## src/rtl/display_7seg_mux_bcd_if.sv

```systemverilog
// Digit-pair input and segment/anode output bundle of the two-digit
// multiplexed 7-segment display driver.
//
// Handshake: there is no ready path. The master presents dezena/unidade and
// asserts carregar for one or more rising edges; every edge with carregar=1
// latches the pair. segmentos/anodos are free-running registered outputs that
// the display side samples every cycle.
interface display_7seg_mux_bcd_if;
    logic [3:0] dezena;
    logic [3:0] unidade;
    logic       carregar;
    logic [6:0] segmentos;
    logic [1:0] anodos;

    // Upstream decoder (or bench) side
    modport master (
        output dezena,
        output unidade,
        output carregar,
        input  segmentos,
        input  anodos
    );

    // Display driver side
    modport slave (
        input  dezena,
        input  unidade,
        input  carregar,
        output segmentos,
        output anodos
    );
endinterface

```

## src/rtl/display_7seg_mux_bcd.sv

```systemverilog
// Two-digit time-multiplexed common-anode 7-segment driver.
// Cycles BRANCO_U -> UNID -> BRANCO_D -> DEZ, with an all-off gap between the
// lit digits to avoid ghosting. A leading zero in the tens digit can be
// blanked, and non-BCD codes are shown as a dash.
module display_7seg_mux_bcd #(
    parameter int DIVISOR        = 50000,
    parameter int BLANK          = 8,
    parameter bit ATIVO_BAIXO    = 1'b1,
    parameter bit APAGA_ZERO_ESQ = 1'b1
) (
    input  logic                         clock,
    input  logic                         reset,
    display_7seg_mux_bcd_if.slave        bus,
    output logic [1:0]                   debug_state
);

    // Phase counter sized for the longer of the two phase lengths
    localparam int MAX_LIM = (DIVISOR > BLANK) ? DIVISOR : BLANK;
    localparam int CW      = (MAX_LIM > 1) ? $clog2(MAX_LIM) : 1;

    localparam logic [CW-1:0] LAST_DIV   = CW'(DIVISOR - 1);
    localparam logic [CW-1:0] LAST_BLANK = CW'(BLANK - 1);

    // All-off pin levels depend on the polarity of the board
    localparam logic [6:0] SEG_OFF = ATIVO_BAIXO ? 7'h7F : 7'h00;
    localparam logic [1:0] AN_OFF  = ATIVO_BAIXO ? 2'b11 : 2'b00;

    typedef enum logic [1:0] {
        BRANCO_U = 2'd0,
        UNID     = 2'd1,
        BRANCO_D = 2'd2,
        DEZ      = 2'd3
    } state_t;

    state_t        state;
    state_t        state_next;
    logic [CW-1:0] count;
    logic [CW-1:0] count_next;
    logic          phase_done;

    logic [3:0]    dez_reg;
    logic [3:0]    unid_reg;

    logic [1:0]    an_log;
    logic [6:0]    seg_log;
    logic [1:0]    an_pin;
    logic [6:0]    seg_pin;

    assign debug_state = state;

    // Segment pattern {g,f,e,d,c,b,a}, active-high; codes 10..15 give a dash
    function automatic logic [6:0] enc(input logic [3:0] d);
        logic [6:0] s;
        case (d)
            4'd0:    s = 7'b0111111;
            4'd1:    s = 7'b0000110;
            4'd2:    s = 7'b1011011;
            4'd3:    s = 7'b1001111;
            4'd4:    s = 7'b1100110;
            4'd5:    s = 7'b1101101;
            4'd6:    s = 7'b1111101;
            4'd7:    s = 7'b0000111;
            4'd8:    s = 7'b1111111;
            4'd9:    s = 7'b1101111;
            default: s = 7'b1000000;
        endcase
        return s;
    endfunction

    // Next-state and phase counter: advance when the counter hits limit-1
    always_comb begin
        state_next = state;
        count_next = count + 1'b1;
        phase_done = 1'b0;
        case (state)
            BRANCO_U: phase_done = (count == LAST_BLANK);
            UNID:     phase_done = (count == LAST_DIV);
            BRANCO_D: phase_done = (count == LAST_BLANK);
            DEZ:      phase_done = (count == LAST_DIV);
            default:  phase_done = 1'b1;
        endcase
        if (phase_done) begin
            count_next = '0;
            case (state)
                BRANCO_U: state_next = UNID;
                UNID:     state_next = BRANCO_D;
                BRANCO_D: state_next = DEZ;
                DEZ:      state_next = BRANCO_U;
                default:  state_next = BRANCO_U;
            endcase
        end
    end

    // Logical outputs for the state being entered, from the currently held
    // digits so a load shows up one edge after it is latched
    always_comb begin
        an_log  = 2'b00;
        seg_log = 7'b0000000;
        case (state_next)
            UNID: begin
                an_log  = 2'b01;
                seg_log = enc(unid_reg);
            end
            DEZ: begin
                if (!(APAGA_ZERO_ESQ && (dez_reg == 4'd0))) begin
                    an_log  = 2'b10;
                    seg_log = enc(dez_reg);
                end
            end
            default: begin
                an_log  = 2'b00;
                seg_log = 7'b0000000;
            end
        endcase
    end

    // Pin polarity applied just ahead of the output register
    always_comb begin
        an_pin  = ATIVO_BAIXO ? ~an_log  : an_log;
        seg_pin = ATIVO_BAIXO ? ~seg_log : seg_log;
    end

    // State register and phase counter
    always_ff @(posedge clock) begin
        if (reset) begin
            state <= BRANCO_U;
            count <= '0;
        end else begin
            state <= state_next;
            count <= count_next;
        end
    end

    // Digit latches; reset wins over a simultaneous load
    always_ff @(posedge clock) begin
        if (reset) begin
            dez_reg  <= 4'd0;
            unid_reg <= 4'd0;
        end else if (bus.carregar) begin
            dez_reg  <= bus.dezena;
            unid_reg <= bus.unidade;
        end
    end

    // Registered pin outputs, all-off while in reset
    always_ff @(posedge clock) begin
        if (reset) begin
            bus.segmentos <= SEG_OFF;
            bus.anodos    <= AN_OFF;
        end else begin
            bus.segmentos <= seg_pin;
            bus.anodos    <= an_pin;
        end
    end

endmodule
```

## src/flat_wrapper.sv

```systemverilog
// flat-port wrapper written by rule: the top's interface ports become plain ports
module display_7seg_mux_bcd_flat 
#(
    parameter int DIVISOR        = 50000,
    parameter int BLANK          = 8,
    parameter bit ATIVO_BAIXO    = 1'b1,
    parameter bit APAGA_ZERO_ESQ = 1'b1
)
  (clock, reset, debug_state, bus_dezena, bus_unidade, bus_carregar, bus_segmentos, bus_anodos);
  display_7seg_mux_bcd_if bus_i ();
  input  logic clock;
  input  logic reset;
  output logic [1:0] debug_state;
  input wire logic [$bits(bus_i.dezena)-1:0] bus_dezena;
  input wire logic [$bits(bus_i.unidade)-1:0] bus_unidade;
  input wire logic [$bits(bus_i.carregar)-1:0] bus_carregar;
  output wire logic [$bits(bus_i.segmentos)-1:0] bus_segmentos;
  output wire logic [$bits(bus_i.anodos)-1:0] bus_anodos;
  assign bus_i.dezena = bus_dezena;
  assign bus_i.unidade = bus_unidade;
  assign bus_i.carregar = bus_carregar;
  assign bus_segmentos = bus_i.segmentos;
  assign bus_anodos = bus_i.anodos;
  display_7seg_mux_bcd #(.DIVISOR(DIVISOR), .BLANK(BLANK), .ATIVO_BAIXO(ATIVO_BAIXO), .APAGA_ZERO_ESQ(APAGA_ZERO_ESQ)) u_core (.clock(clock), .reset(reset), .bus(bus_i), .debug_state(debug_state));
endmodule
```

## config.mk

```make
export PLATFORM = sky130hd
export DESIGN_NAME = display_7seg_mux_bcd_flat
export DESIGN_NICKNAME = d
export VERILOG_FILES = /design/src/rtl/display_7seg_mux_bcd_if.sv /design/src/rtl/display_7seg_mux_bcd.sv /design/src/flat_wrapper.sv
export SDC_FILE = /design/constraint.sdc
export NUM_CORES = 1
export LEC_CHECK = 0
export CAP_MARGIN = 20
export CORE_MARGIN = 5
export CORE_UTILIZATION = 55
export DETAILED_ROUTE_END_ITERATION = 8
export GPL_ROUTABILITY_DRIVEN = 0
export PLACE_DENSITY = 0.82
export SLEW_MARGIN = 15
export SYNTH_ARGS = -nofsm -noshare
export SYNTH_HDL_FRONTEND = slang
export SYNTH_SLANG_ARGS = --single-unit
```

## constraint.sdc

```tcl
create_clock -name clock -period 2.43 [get_ports clock]
set_input_delay 0.486 -clock clock [delete_from_list [all_inputs] [get_ports clock]]
set_output_delay 0.486 -clock clock [all_outputs]
set_load 0.005 [all_outputs]
```

---- Word level (Yosys, flattened, before mapping) ----
Memories as Yosys holds them, arrays and structs flattened. A register that Yosys moved wholly into a read port is not among the register bits.
Index checks and enable logic that the tools add are counted.
cells by class
  $add $sub $neg .......................... 1
  reductions and logical operators ........ 5
  mux-type cells .......................... 11
  equal/unequal tests ..................... 7
  bitwise operators ....................... 2
operator list
  cell                                                  number
  adder 16 x 1 -> 16 bit, second input constant         1
  equality test 16 bit, second input constant           1
  equality test 16 x 3 -> 1 bit, second input constant  1
  2-to-1 mux 4 bit                                      4
  one-hot mux 7 bit (2 select lines)                    1
  one-hot mux 2 bit (4 select lines)                    1
  2-to-1 mux 7 bit                                      1
  inverter 7 bit                                        1
  equality test 2 bit, second input constant            3
  OR reduction 2 bit                                    3
  equality test 2 x 1 -> 1 bit, second input constant   2
  logical NOT 4 bit                                     1
  2-to-1 mux 2 bit                                      2
  one-hot mux 2 bit (2 select lines)                    1
  logical NOT 2 bit                                     1
  inverter 2 bit                                        1
  one-hot mux 1 bit (2 select lines)                    1
word-level totals
  ROM bits ................................ 224
  input bits .............................. 11
  word-level logic and storage cells ...... 34
  memories kept ........................... 2
  output and inout port bits .............. 11
  register bits ........................... 35
memory list
  name              words  width  read ports  clocked after Yosys merged registers in  write ports  line                        text
  (name not given)  16     7      1           1                                        0            display_7seg_mux_bcd.sv:54  case (d)
  (name not given)  16     7      1           1                                        0            display_7seg_mux_bcd.sv:54

---- Logic depth before layout (Yosys ltp) ----
Gate-level depths: netlist of run 1.
  depth after elaboration ................. 7
  mapped depth ............................ 9

---- Least setup slack after synthesis of run 1 ----
No wires, ideal clock.
  path kind ............................... flip-flop to flip-flop
  start ................................... register u_core.state[1], in the netlist u_core.debug_state[1]
  end ..................................... register u_core.bus.segmentos[0]
  arrival time ............................ 1.745 ns
  slack ................................... 0.607 ns
  stages on the path, launching flop included .. 7
  cells stage by stage .................... dfxtp_1 > ha_1 > nor2_1 > or3_4 > a21oi_4 > mux2_4 > a32oi_1
on the way
  cells in the longest elaborated chain, start to end .. 7
ends and longest elaborated chain
  element                                                                     line                                                    text
  from (decl)                                                                 display_7seg_mux_bcd.sv:35                              state_t state;
  from (signal assigned)                                                      display_7seg_mux_bcd.sv:129                             state <= state_next;
  equality test 2 x 1 -> 1 bit, or another cell as far along                  display_7seg_mux_bcd.sv:75, display_7seg_mux_bcd.sv:84
  OR reduction 2 bit (no source line)                                         n/a
  one-hot mux 1 bit (2 select lines)                                          display_7seg_mux_bcd.sv:75                              case (state)
  2-to-1 mux 2 bit *                                                          display_7seg_mux_bcd.sv:82                              if (phase_done) begin
  equality test 2 bit / equality test 2 x 1 -> 1 bit (equally long branches)  display_7seg_mux_bcd.sv:99                              case (state_next)
  one-hot mux 7 bit (2 select lines) *                                        display_7seg_mux_bcd.sv:99
  inverter 7 bit *                                                            display_7seg_mux_bcd.sv:120                             seg_pin = ATIVO_BAIXO ? ~seg_log : seg_log;
  to (signal assigned)                                                        display_7seg_mux_bcd.sv:151                             bus.segmentos <= seg_pin;
  to (decl)                                                                   display_7seg_mux_bcd_if.sv:29                           output segmentos,
Mark *: on every way between the ends. The rest lies on a longest branch, timed or not.
A chain may end at the register's enable or synchronous reset.

---- Worst setup path after layout of run 1 ----
Ends and elaborated chain as after synthesis.

==> results of run 1 <==
==> routing by layer <==
metal	vias to the layer above	share of wire, %
met1	743	45
met3	7	3.0
met4	0	1.6
li1	831	-
met2	17	50
met5	-	0
==> critical path, stage by stage (launching register included) <==
cell and delay (ns):
sky130_fd_sc_hd__dfxtp_1 0.46, sky130_fd_sc_hd__ha_1 0.19, sky130_fd_sc_hd__nor2_1 0.05, sky130_fd_sc_hd__or3_4 0.39, sky130_fd_sc_hd__a21oi_4 0.24, sky130_fd_sc_hd__mux2i_2 0.47, sky130_fd_sc_hd__a32oi_1 0.11
==> cell families (layout without fill, tap and decap cells) <==
logic type,after synthesis,in the layout,synth area share [%]
buffers and inverters,22,51,4.36
muxes,11,11,5.59
and+or+nand+nor,83,83,17.8
DFF,49,49,46.2
xor gates and xnor gates,14,14,5.77
AOI/OAI and AO/OA,31,31,10.2
adders and majority gates,17,17,10.0
==> stage by stage <==
| stage | setup WS, ns | power, uW | std cells | cell area [um^2] | hold slack, ns |
|---|---|---|---|---|---|
| 2_1_floorplan | 0.607 | 967 | 227 | 2120 | 0.382 |
| 3_3_place_gp | 0.212 | 1020 | 296 | 2430 | 0.390 |
| 3_5_place_dp | 0.166 | 1020 | 296 | 2430 | 0.391 |
| 4_1_cts | 0.384 | 1470 | 304 | 2510 | 0.403 |
| 5_1_grt | 0.226 | 1530 | 304 | 2510 | 0.432 |
| 6_report | 0.380 | 1460 | 304 | 2510 | 0.402 |
==> power groups by stage <==
stage | Clock (uW) | Sequential, uW | Combinational, uW
finish | 458 | 858 | 146
global route | 500 | 862 | 166
CTS | 467 | 858 | 147
detailed placement | 0 | 877 | 146
global placement | 0 | 876 | 143
floorplan | 0 | 872 | 95.6
==> cell usage in the layout (no fill, tap or decap), types with 2 or more instances in the layout <==
master,n
sky130_fd_sc_hd__a21o_1,2
sky130_fd_sc_hd__a21oi_1,6
sky130_fd_sc_hd__a22oi_1,4
sky130_fd_sc_hd__a32oi_1,7
sky130_fd_sc_hd__and3_1,2
sky130_fd_sc_hd__buf_4,7
sky130_fd_sc_hd__clkbuf_1,2
sky130_fd_sc_hd__clkbuf_8,5
sky130_fd_sc_hd__clkdlybuf4s50_1,21
sky130_fd_sc_hd__clkinv_1,2
sky130_fd_sc_hd__dfxtp_1,49
sky130_fd_sc_hd__ha_1,17
sky130_fd_sc_hd__inv_1,12
sky130_fd_sc_hd__mux2i_1,9
sky130_fd_sc_hd__nand2_1,10
sky130_fd_sc_hd__nand3_1,7
sky130_fd_sc_hd__nand4_1,6
sky130_fd_sc_hd__nor2_1,46
sky130_fd_sc_hd__nor3_1,2
sky130_fd_sc_hd__nor4_1,3
sky130_fd_sc_hd__o21ai_0,4
sky130_fd_sc_hd__o22ai_1,6
sky130_fd_sc_hd__or2_2,2
sky130_fd_sc_hd__xnor2_1,7
sky130_fd_sc_hd__xor2_1,7
==> worst max path at each step <==
stage / to
after floorplan: u_core.bus.segmentos[0]
after global placement: flop
after detailed placement: flop
after CTS: u_core.bus.segmentos[0]
after global routing: u_core.bus.segmentos[0]
final: u_core.bus.segmentos[0]
==> layout make-up <==
class / count / area [um^2] / area share (%)
clock buffer: 7 / 76.3 / 3.04
tap: 48 / 60.1 / 2.39
inverter: 14 / 52.6 / 2.09
sequential: 49 / 981 / 39.1
multi-input combinational: 156 / 1050 / 41.9
clock inverter: 1 / 7.51 / 0.299
timing repair buffer: 29 / 283 / 11.3
==> metrics list, run 1 <==
* Global route hottest layer: met2
- Gates resized, CTS repair: 0
* Global-route track usage on met3: 4.99%
- In this run the vertical extent of the chip is 72.2 um.
- The worst setup path is captured at a flop.
- Counting along the longest clock path gives a buffer depth of 2.
- In the post-synthesis netlist, the cell with the most instances is sky130_fd_sc_hd__dfxtp_1.
- Summed over its instances, the top area cell type makes up 46.2% of the synthesized netlist area.
- Worst-Margin Slew: 0.485 ns
- The final route contains 1598 vias.
- Number of synthesis warnings: 0
* Setup slack on the worst flop-to-flop path: 0.38 ns
- Dividing the detail-routed wire length by the instance count gives 12.6 um.
- The path with the worst hold slack has its endpoint at u_core.bus.segmentos[4].
* Synthesis-stage register bit count: 49
- Final critical-path required period: 2.05 ns
- The die covers 5210 um^2.
- CTS tree: yes
* Die outline width: 72.2 um
* Post-Syn Nets: 255
- The first global-routing pass estimated 6750 um of wire.
- Summing the sequential cell areas from Yosys gives 46.2% of the chip area.
* Net switching power of the design: 347 uW
* DRT iter0 DRCs: 100
- After clock tree synthesis, the clock-pin slew on the worst setup and hold paths is 0.09 ns.
- The floorplan step defined a core boundary enclosing 3690 um^2.
* Reg-to-reg startpoint: u_core.debug_state[1]
* Global Route met2 Usage: 27.7%
- Maximum number of pins on one net before global-route repair: 16
- Most area-consuming cells after synthesis: sky130_fd_sc_hd__dfxtp_1, sky130_fd_sc_hd__ha_1, sky130_fd_sc_hd__nor2_1
- Achievable frequency: 488 MHz
* Number of antenna violations at the first check in global routing: 0
* Cell type with the highest aggregate area in the netlist: sky130_fd_sc_hd__dfxtp_1
- Critical Path Source: u_core.debug_state[1]
- Maximum fanout encountered on the critical timing path: 8
- P_leak: 0.00100 uW
- Post-CTS Setup Inserts: 0
- Cell area after technology mapping: 2120 um^2
- The run finished with clean final reports.
- Post-route fraction of the period consumed by the critical path: 84.4%
* Max-slew violation count: 0
* Total Wirelength: 3840 um
- For this run, the share of the core covered by cells in the final layout is 68.1%.
- Met1 capacity usage during global routing: 19.3%
- The worst setup path is of the flop to flop kind.
- CTS built an H-tree with a depth of 2.
- CTS placed an instance of sky130_fd_sc_hd__clkbuf_8 at the clock tree root.
* Number of hold violations in the final report: 0
- The count of nets left with antenna violations once routing finished came out at 0.
- For the worst setup path, the data arrival time is 2.21 ns.
- CP Data Required Time: 2.59 ns
- Per report_power, the sequential group accounts for 58.7% of the total.
- Cell internal power was estimated by the tool at 1120 uW.
* Slew HR: 67.5%
* Aggregate global routing overflow: 0
- Initial cell density of the core: 57.6%
- In the final layout, the share of cells above drive strength 1 is 8.59%.
- RSZ-0062 raised after global routing: false
- In the synthesized netlist, the cells that appear most often are sky130_fd_sc_hd__dfxtp_1, sky130_fd_sc_hd__nor2_1, sky130_fd_sc_hd__ha_1, sky130_fd_sc_hd__inv_1, sky130_fd_sc_hd__nand2_1.
- The number of clock buffers added by TritonCTS is 5.
* Number of optimization iterations in the first detailed-route pass: 4
* Number of placement rows: 22
- Hold Path Depth: 1
- Critical Path Source Type: flop
- Relative to the synthesized area, the layout overhead comes to 18.2%.
- After routing, the total negative slack on setup checks comes to 0 ns.
- Via-per-instance ratio: 5.26
* Number of fill cells: 310
* DP Wirelength: 2880 um
- Total inserted antenna cells: 0
* Ys flop type: sky130_fd_sc_hd__dfxtp_1
- Switching part of the total power: 23.7%
* Count of max-cap constraint violations: 0
- Dividing total power by cell area gives a power density of 582 nW/um^2.
- The number of global-route vias before repair is 1599.
- Share of total power in the clock network: 31.3%
- For this run, design rule violations remaining after detail routing come to 0.
- The later pin in the worst-skew pair is clocked with a latency of 0.30 ns.
- In the synthesized netlist, the number of instances is 227.
- Worst R2R Path Depth: 6
* Unique masters post-synth: 33
- Combinational Power Share: 10.0%
- HP Class: flop to flop
- In the synthesized netlist the async set-or-reset flop fraction comes to 0%.
- Count of flip-flops with a built-in enable after synthesis: 0
- GRT Overall Usage: 16.3%
- IO Port Bufs: 21
- Number of nets in the final layout: 283
* Worst IR drop on VDD: 0.000346 V
- Setup violations remaining at the end of the flow were counted as 0.
- Buffers inserted to repair hold after CTS numbered 0.
- For the final database, setup skew stands at 0.00883 ns.
- Averaged over all synthesized cells, the footprint is 9.36 um^2.
* Top Ports: 22
- In this run the critical register-to-register path is captured at u_core.bus.segmentos[0].
- Clock sink count: 49
Power figures use the tool's default switching activity.
==> inputs of run 2 (changes only) <==
==> constraint.sdc (replaced) <==
create_clock -name clock -period 2.04 [get_ports clock]
set_input_delay 0.408 -clock clock [delete_from_list [all_inputs] [get_ports clock]]
set_output_delay 0.408 -clock clock [all_outputs]
set_load 0.005 [all_outputs]
==> metrics list, run 2 (same netlist as run 1, synthesis figures left out) <==
- Data arrival, critical path: 2.11 ns (-0.10 ns)
* Hold buffers post-CTS: 0 (unchanged)
- The clock tree buffer depth is 2 (unchanged).
* Worst IR drop on VDD: 0.000525 V (+52%)
- From synthesis to final layout, the design area changed by 26.1%.
* DP Wirelength: 3050 um (+6.0%)
- The required time reported for the critical path endpoint came to 2.26 ns (-0.33 ns).
- The run finished with clean final reports.
* P_leak: 0.00110 uW (+10%)
- Delay of the slowest critical-path stage: 0.39 ns (-0.08 ns)
- The number of antenna cells inserted was 0 (unchanged).
- In this run the worst hold path is classified as flop to flop.
* Critical Path Source Type: flop
* CTS tree: yes
- In this design, the largest share of critical-path delay is due to simple AND/OR/NAND/NOR gates.
* Maximum number of pins on one net before global-route repair: 23 (+7)
- The relative max-transition margin was 66.9% (-0.68 points).
* DRT antenna net count: 0 (unchanged)
- The sum of internal, switching and leakage power came to 1920 uW (+31%).
- The worst setup path is of the flop to flop kind.
* Met1 capacity usage during global routing: 20.6% (+1.3 points)
- RSZ-0062 raised after global routing: false
- Total power per unit cell area: 717 nW/um^2 (+23%)
- Number of global-route vias before repair: 1706 (+6.7%)
- Vias post-DR: 1680 (+5.1%)
- Clock sink count: 49 (unchanged)
- The net count reported at finish was 298 (+5.3%).
- Final critical-path required period: 1.89 ns (-0.162 ns)
- Post-route fraction of the period consumed by the critical path: 92.6% (+8.2 points)
* Clock H-tree levels: 2 (unchanged)
- The global routing stage identified its most utilized layer as met2.
* Clock buffer count from CTS: 5 (unchanged)
- Maximum fanout encountered on the critical timing path: 8 (unchanged)
* Number of optimization iterations in the first detailed-route pass: 4 (unchanged)
* Number of antenna violations at the first check in global routing: 0 (unchanged)
- Cell with the largest stage delay on the worst path: sky130_fd_sc_hd__or3_4
* Most common cell after layout, fill and taps aside: sky130_fd_sc_hd__dfxtp_1
- Clock root buffer master: sky130_fd_sc_hd__clkbuf_8
* DRC violation count after routing: 0 (unchanged)
- The number of standard-cell rows in the floorplan is 22 (unchanged).
* Clock Latency Late Sink: 0.30 ns (about the same)
- Worst hold slack after final layout: 0.397 ns (-0.00431 ns)
- The die outline area came to 5210 um^2 (unchanged).
- The final count of hold timing violations came to 0 (unchanged).
- Chain of cells forming the critical path: inv_1 -> ha_1 -> nor2_1 -> or3_4 -> a21oi_4 -> mux2_4 -> a32oi_1
- Max-slew violation count: 0 (unchanged)
- The total of buffers placed on input and output ports was 21 (unchanged).
* Ratio of cells with drive above 1 in the final layout: 15.1% (+6.5 points)
- Top Ports: 22 (unchanged)
- In the layout the commonest cells are sky130_fd_sc_hd__dfxtp_1, sky130_fd_sc_hd__nor2_1, sky130_fd_sc_hd__clkdlybuf4s50_1, sky130_fd_sc_hd__buf_4, sky130_fd_sc_hd__ha_1.
- The clock-pin slew of the registers on the worst-case setup and hold paths was 0.09 ns (about the same).
- Global-route track usage on met3: 3.74% (-1.2 points)
* DRT iter0 DRCs: 110 (+10%)
- The average wire length per cell after detail routing is 13.2 um (+4.3%).
- The core region area came to 3690 um^2 (unchanged).
* Die outline width: 72.2 um (unchanged)
- The number of gates resized after cts came to 0 (unchanged).
- Via-per-instance ratio: 5.27 (+0.19%)
* Utilization after layout: 72.7% (+4.6 points)
* Total buffers and inverters traversed by the critical path: 1 (+1)
- Aggregate global routing overflow: 0 (unchanged)
- Post-CTS Setup Inserts: 0 (unchanged)
* Floorplan die height: 72.2 um (unchanged)
- The overall routing resource usage came to 17.5% (+1.2 points).
- Initial cell density of the core: 57.6% (unchanged)
- The number of setup violations in the final report is 0 (unchanged).
* Global Route met2 Usage: 32.0% (+4.2 points)
* Type of element capturing the critical path: flop
- The first-pass GRT wire length came to 7360 um (+9.1%).
- The maximum clock frequency was 530 MHz (+8.6%).
- Clock Skew: 0.00943 ns (+0.000595 ns)
* Count of max-cap constraint violations: 0 (unchanged)
* Total Wirelength: 4200 um (+9.4%)
- Worst-Margin Slew: 0.493 ns (+0.00745 ns)
[run 2: cell count changes in the layout (fill, tap and decap cells not counted), moves of 2 or more]
cell | before | now
sky130_fd_sc_hd__buf_12 | 1 | 3
sky130_fd_sc_hd__dfxtp_1 | 49 | 47
sky130_fd_sc_hd__clkbuf_1 | 2 | 0
sky130_fd_sc_hd__dfxtp_2 | 0 | 2
sky130_fd_sc_hd__buf_4 | 7 | 20
[run 2: final cells by class]
type,count,area (um^2)
Tap cell,48,60.1
Clock inverter,3,43.8
Fill cell,283,1010
Sequential cell,49,983
Multi-Input combinational cell,156,1050
Timing Repair Buffer,44,420
Inverter,14,52.6
Clock buffer,5,68.8
[run 2: routing by layer]
| layer | up-vias | wire length, um |
|---|---|---|
| met5 | - | 0 |
| met4 | 0 | 61 |
| met3 | 7 | 161 |
| met2 | 36 | 2190 |
| met1 | 782 | 1790 |
| li1 | 855 | - |
[run 2: worst paths after layout]
path	end	slack [ns]	cells past startpoint	start
min	u_core.bus.segmentos[5]	0.40	1	flop
max reg2reg	u_core.bus.segmentos[2]	0.15	7	u_core.debug_state[1]
min reg2reg	u_core.bus.segmentos[5]	0.40	1	flop
max	u_core.bus.segmentos[2]	0.15	7	u_core.debug_state[1]
[run 2: power breakdown]
group / leakage, uW / internal (uW) / switching [uW]
sequential: 0.000403 / 1000 / 19.9
combinational: 0.000643 / 105 / 100
clock: 0.0000585 / 367 / 324
total: 0.00110 / 1480 / 444
[run 2: metrics by stage]
stage | area [um^2] | TNS (ns) | setup slack, ns | cells
floorplan | 2120 | 0 | 0.217 | 227
global placement | 2560 | -0.200 | -0.0590 | 311
detailed placement | 2560 | -0.751 | -0.109 | 311
CTS | 2680 | 0 | 0.0622 | 319
global route | 2680 | 0 | 0.0134 | 319
finish | 2680 | 0 | 0.152 | 319
